**src/rtl/instr_fetch_stage.sv**
```systemverilog
// Instruction-fetch stage: owns the program counter, addresses a synchronous
// instruction memory (1-cycle read latency) and hands each returned 20-bit
// word to decode together with its PC and a valid flag. Handles decode stall,
// branch/jump redirect and a HALT opcode that freezes fetching.
module instr_fetch_stage #(
  parameter int          ADDR_W  = 8,
  parameter logic [3:0]  HALT_OP = 4'b1111
) (
  input  logic              Clock,
  input  logic              Resetn,
  input  logic              stall,
  input  logic              redirect,
  input  logic [ADDR_W-1:0] redirect_pc,
  output logic [ADDR_W-1:0] imem_addr,
  input  logic [19:0]       imem_data,
  output logic [19:0]       instruction,
  output logic [ADDR_W-1:0] instr_pc,
  output logic              instr_valid,
  output logic              halted
);

  typedef enum logic [1:0] {
    BOOT   = 2'd0,
    RUN    = 2'd1,
    HALTED = 2'd2
  } state_t;

  localparam logic [ADDR_W-1:0] ONE = {{(ADDR_W-1){1'b0}}, 1'b1};

  state_t            state_q;
  logic [ADDR_W-1:0] pc_q;
  logic [ADDR_W-1:0] out_pc_q;
  logic              out_valid_q;
  logic              halted_q;

  logic [ADDR_W-1:0] pc_inc_d;
  logic [ADDR_W-1:0] redirect_inc_d;
  logic              halt_seen_d;

  // Incremented addresses wrap naturally modulo 2^ADDR_W; the word on
  // imem_data belongs to out_pc_q, so a HALT is only meaningful when valid.
  always_comb begin
    pc_inc_d       = pc_q + ONE;
    redirect_inc_d = redirect_pc + ONE;
    halt_seen_d    = out_valid_q && (imem_data[19:16] == HALT_OP);
  end

  // Memory address: a redirect target wins; a stalled RUN re-reads the held
  // instruction's address so the returned word stays stable; otherwise fetch pc.
  always_comb begin
    imem_addr = pc_q;
    if (redirect) begin
      imem_addr = redirect_pc;
    end else if (state_q == RUN && stall) begin
      imem_addr = out_pc_q;
    end
  end

  // Fetch FSM with registered outputs; priority reset > redirect > stall > HALT > normal.
  always_ff @(posedge Clock) begin
    if (!Resetn) begin
      state_q     <= BOOT;
      pc_q        <= '0;
      out_pc_q    <= '0;
      out_valid_q <= 1'b0;
      halted_q    <= 1'b0;
    end else if (redirect) begin
      state_q     <= RUN;
      pc_q        <= redirect_inc_d;
      out_pc_q    <= redirect_pc;
      out_valid_q <= 1'b1;
      halted_q    <= 1'b0;
    end else begin
      unique case (state_q)
        BOOT: begin
          state_q     <= RUN;
          pc_q        <= pc_inc_d;
          out_pc_q    <= pc_q;
          out_valid_q <= 1'b1;
          halted_q    <= 1'b0;
        end
        RUN: begin
          if (stall) begin
            state_q <= RUN;
          end else if (halt_seen_d) begin
            state_q     <= HALTED;
            out_valid_q <= 1'b0;
            halted_q    <= 1'b1;
          end else begin
            pc_q        <= pc_inc_d;
            out_pc_q    <= pc_q;
            out_valid_q <= 1'b1;
          end
        end
        HALTED: begin
          out_valid_q <= 1'b0;
          halted_q    <= 1'b1;
        end
        default: begin
          state_q     <= BOOT;
          out_valid_q <= 1'b0;
          halted_q    <= 1'b0;
        end
      endcase
    end
  end

  assign instruction = imem_data;
  assign instr_pc    = out_pc_q;
  assign instr_valid = out_valid_q;
  assign halted      = halted_q;

endmodule

```
**config.mk**
```make
export PLATFORM = sky130hd
export DESIGN_NAME = instr_fetch_stage
export DESIGN_NICKNAME = d
export VERILOG_FILES = /design/src/rtl/instr_fetch_stage.sv
export SDC_FILE = /design/constraint.sdc
export NUM_CORES = 1
export LEC_CHECK = 0
export ABC_CLOCK_PERIOD_IN_PS = 2700
export BUFFER_PORTS_ARGS = -buffer_cell sky130_fd_sc_hd__buf_2
export CORE_MARGIN = 3
export CORE_UTILIZATION = 30
export CTS_CLUSTER_DIAMETER = 50
export DETAILED_ROUTE_END_ITERATION = 6
export SETUP_SLACK_MARGIN = 0.15
export SYNTH_ARGS = -nofsm -noshare
export SYNTH_HDL_FRONTEND = slang
export SYNTH_SLANG_ARGS = --single-unit
```
**constraint.sdc**
```tcl
create_clock -name Clock -period 2.7 [get_ports Clock]
set_clock_uncertainty 0.15 [all_clocks]
set_input_delay 0.54 -clock Clock [delete_from_list [all_inputs] [get_ports Clock]]
set_output_delay 0.54 -clock Clock [all_outputs]
set_load 0.02 [all_outputs]
```
==> metrics.txt <==
pwr dens roughly 480 nW/um^2; # hold bufs at CTS 0; number of routed nets with antenna violations 0; number of diodes 0; Post-Syn Area approximately 1500 sq um; CP Class flip-flop to output port; final wirelength between 3000 and 4000 microns; min Tclk post-route 2.45 ns; num rows 25; Max Buffers Root-to-Sink 2; Placeable Area roughly 4800 sq um; met1 Usage GRT 0.138; CTS Root Cell clkbuf_8; Cells after Synth between 150 and 200; maximum VDD drop roughly 200 uV; distinct cell type count after synthesis 40; P&R area growth vs syn 11.8%; grt peak-use layer met2; Clock transition at path regs approximately 0.08 ns; number of synthesized register bits 20; Die W between 70 and 80 microns; Vias per Instance 4.84; RSZ-0062 raised after global routing no; PortBufs 37; hold path start instr_pc[1]$_SDFFE_PN0P_; GRT Total Usage 0.112; Initial DRT Pass Iterations 4; MaxCap Viol Count 0; DRC violations left 0; syn_nets 222; fmax a little over 0.4 GHz; fin. max-slew vios 0; layout cell share with drive strength beyond 1 0.261; Most used DFF post-synth dfxtp_1; grt total ovfl 0; CTS tree yes; post-route cell area approximately 1700 sq um; placed inst area about 1600 sq um; CTS H-tree lvls 1; average size of a mapped cell approximately 8 sq um; Post-synth EDFFs 0; status completed; CP Capture Type output port; Critical R2R Launch state_q[1]$_SDFFE_PP0P_; setup TNS 0 ns; Die ar. 5900 sq um; number of global-route vias before repair between 1,000 and 1,500; Vias about 1,300; warnings from Yosys 0; Final Util 0.352; pre-CTS setup slack around 0.32 ns; Final #Nets 240; period utilisation layout 0.907; Die Y 76.8 microns; met2 usage 0.195; clock buffer count from CTS 3; initial antenna violation count 0; largest net degree at the start of global routing 32; final count of hold timing violations 0; Critical Path Fanout Max 9; post-detail-place hpwl roughly 2600 microns; setup slack after layout 0.252 ns; CTS Sinks 20; worst slew pin tran ~0.85 ns; CP Launch Point state_q[1]$_SDFFE_PP0P_; clk_lat worst skew between 0.2 and 0.3 ns; routability cong. 0.818; Hold/Removal Path Class flip-flop to flip-flop; Critical Path RT approximately 2.0 ns; Seq/Total Area, Yosys 0.266; Worst Setup Start Kind flip-flop; grt met3 use 0.0211; WL/cell roughly 12 microns; DRT iter0 DRCs between 40 and 50; Lkg Pwr 0.848 nW; Initial Util 0.315; Final setup viols 0; I/O pins 70; relative slew slack 0.429; first-pass GRT wire length 5530 microns; WP data arrival 1.76 ns; fraction of registers with async set/reset 0
path summary, 6_finish.rpt:
path | to | slack, ns | depth (start not counted)
worst min-delay path | instr_pc[1]$_SDFFE_PN0P_ | 0.33 | 2
worst max-delay path | imem_addr[5] | 0.25 | 8
worst min register to register | instr_pc[1]$_SDFFE_PN0P_ | 0.33 | 2
worst max register to register | pc_q[5]$_SDFFE_PN0P_ | 0.49 | 7
logic make-up (layout without fill, tap and decap cells):
logic type,count (synthesis),count (layout),synth area share
buffers and inverters,34,51,0.145
AND/OR/NAND/NOR,65,65,0.230
multiplexers,10,10,0.0690
adder cells (fa/ha/maj),4,4,0.0333
XOR/XNOR,5,5,0.0291
AO/OA/AOI/OAI,48,48,0.228
flip-flops,20,20,0.266
synth_stat cells, types with 4 or more instances:
master    count  area share
nor2_1        8       0.020
buf_4        21        0.10
nand3_1      12       0.040
a21oi_1       4       0.013
o211a_1       8       0.053
dfxtp_1      20        0.27
inv_1         5       0.012
mux2i_1       7       0.047
o21ai_0      11       0.037
clkbuf_1      4       0.010
nand2_1      23       0.057
nand2b_1      9       0.037
a21boi_0      4       0.020
ha_1          4       0.033
sequential cells by signal, indices dropped and copies added (netlist names):
register,count
instr_pc,8
halted,1
state_q,2
pc_q,8
instr_valid,1
metrics by stage:
step	std cells	hold WS (ns)	power, mW
after floorplan	186	0.323	0.539
after global placement	266	0.322	0.575
after detailed placement	266	0.323	0.575
after CTS	270	0.335	0.813
after global routing	270	0.350	0.851
final	270	0.327	0.801
critical path: stages, from the launching register on:
cell	delay, ns
dfxtp_1	0.32
inv_1	0.09
ha_2	0.22
nand2_1	0.11
buf_4	0.21
nor2_1	0.09
a21oi_1	0.04
mux2_2	0.25
buf_2	0.16
power breakdown:
part / internal (mW) / switching [mW] / leakage, nW / total [mW]
sequential: 0.320 / 0.0245 / 0.166 / 0.344
combinational: 0.0931 / 0.130 / 0.653 / 0.223
clock: 0.130 / 0.104 / 0.0288 / 0.234
total: 0.543 / 0.258 / 0.848 / 0.801
cell usage in the layout (no fill, tap or decap), types with 2 or more instances in the layout:
cell      instances
a21oi_1           4
inv_1             5
mux2i_1           7
o21ai_0          11
o21a_1            3
nor2b_1           3
nand2_1          23
xnor2_1           3
nand3_1          12
nand2b_1          9
a21boi_1          2
a211oi_1          3
dfxtp_1          20
a21boi_0          4
xor2_1            2
mux2_2            3
o21ai_1           3
o211a_1           8
ha_1              3
a22oi_1           2
and3_1            3
nand4_1           2
buf_2            37
nor2_1            8
buf_4             4
clkbuf_8          4
what timing repair did:
item | 4_1_cts | 5_1_grt
buffers inserted | 0 | 0
setup endpoints to repair | 0 | 6
gates resized for setup | 0 | 1
per-layer routing:
| metal | vias up | wire [microns] | share of wire |
|---|---|---|---|
| met5 | - | 0 | 0 |
| met4 | 0 | 42 | 0.012 |
| met3 | 10 | 141 | 0.042 |
| met2 | 17 | 1600 | 0.47 |
| met1 | 611 | 1590 | 0.47 |
| li1 | 669 | - | - |
cell type report:
class	instances	area, sq um
multi-input combinational	132	890
inverter	5	18.8
clock buffer	4	55.1
timing repair buffer	42	235
fill	506	3100
tap	67	83.8
sequential	20	400
Power figures use the tool's default switching activity.
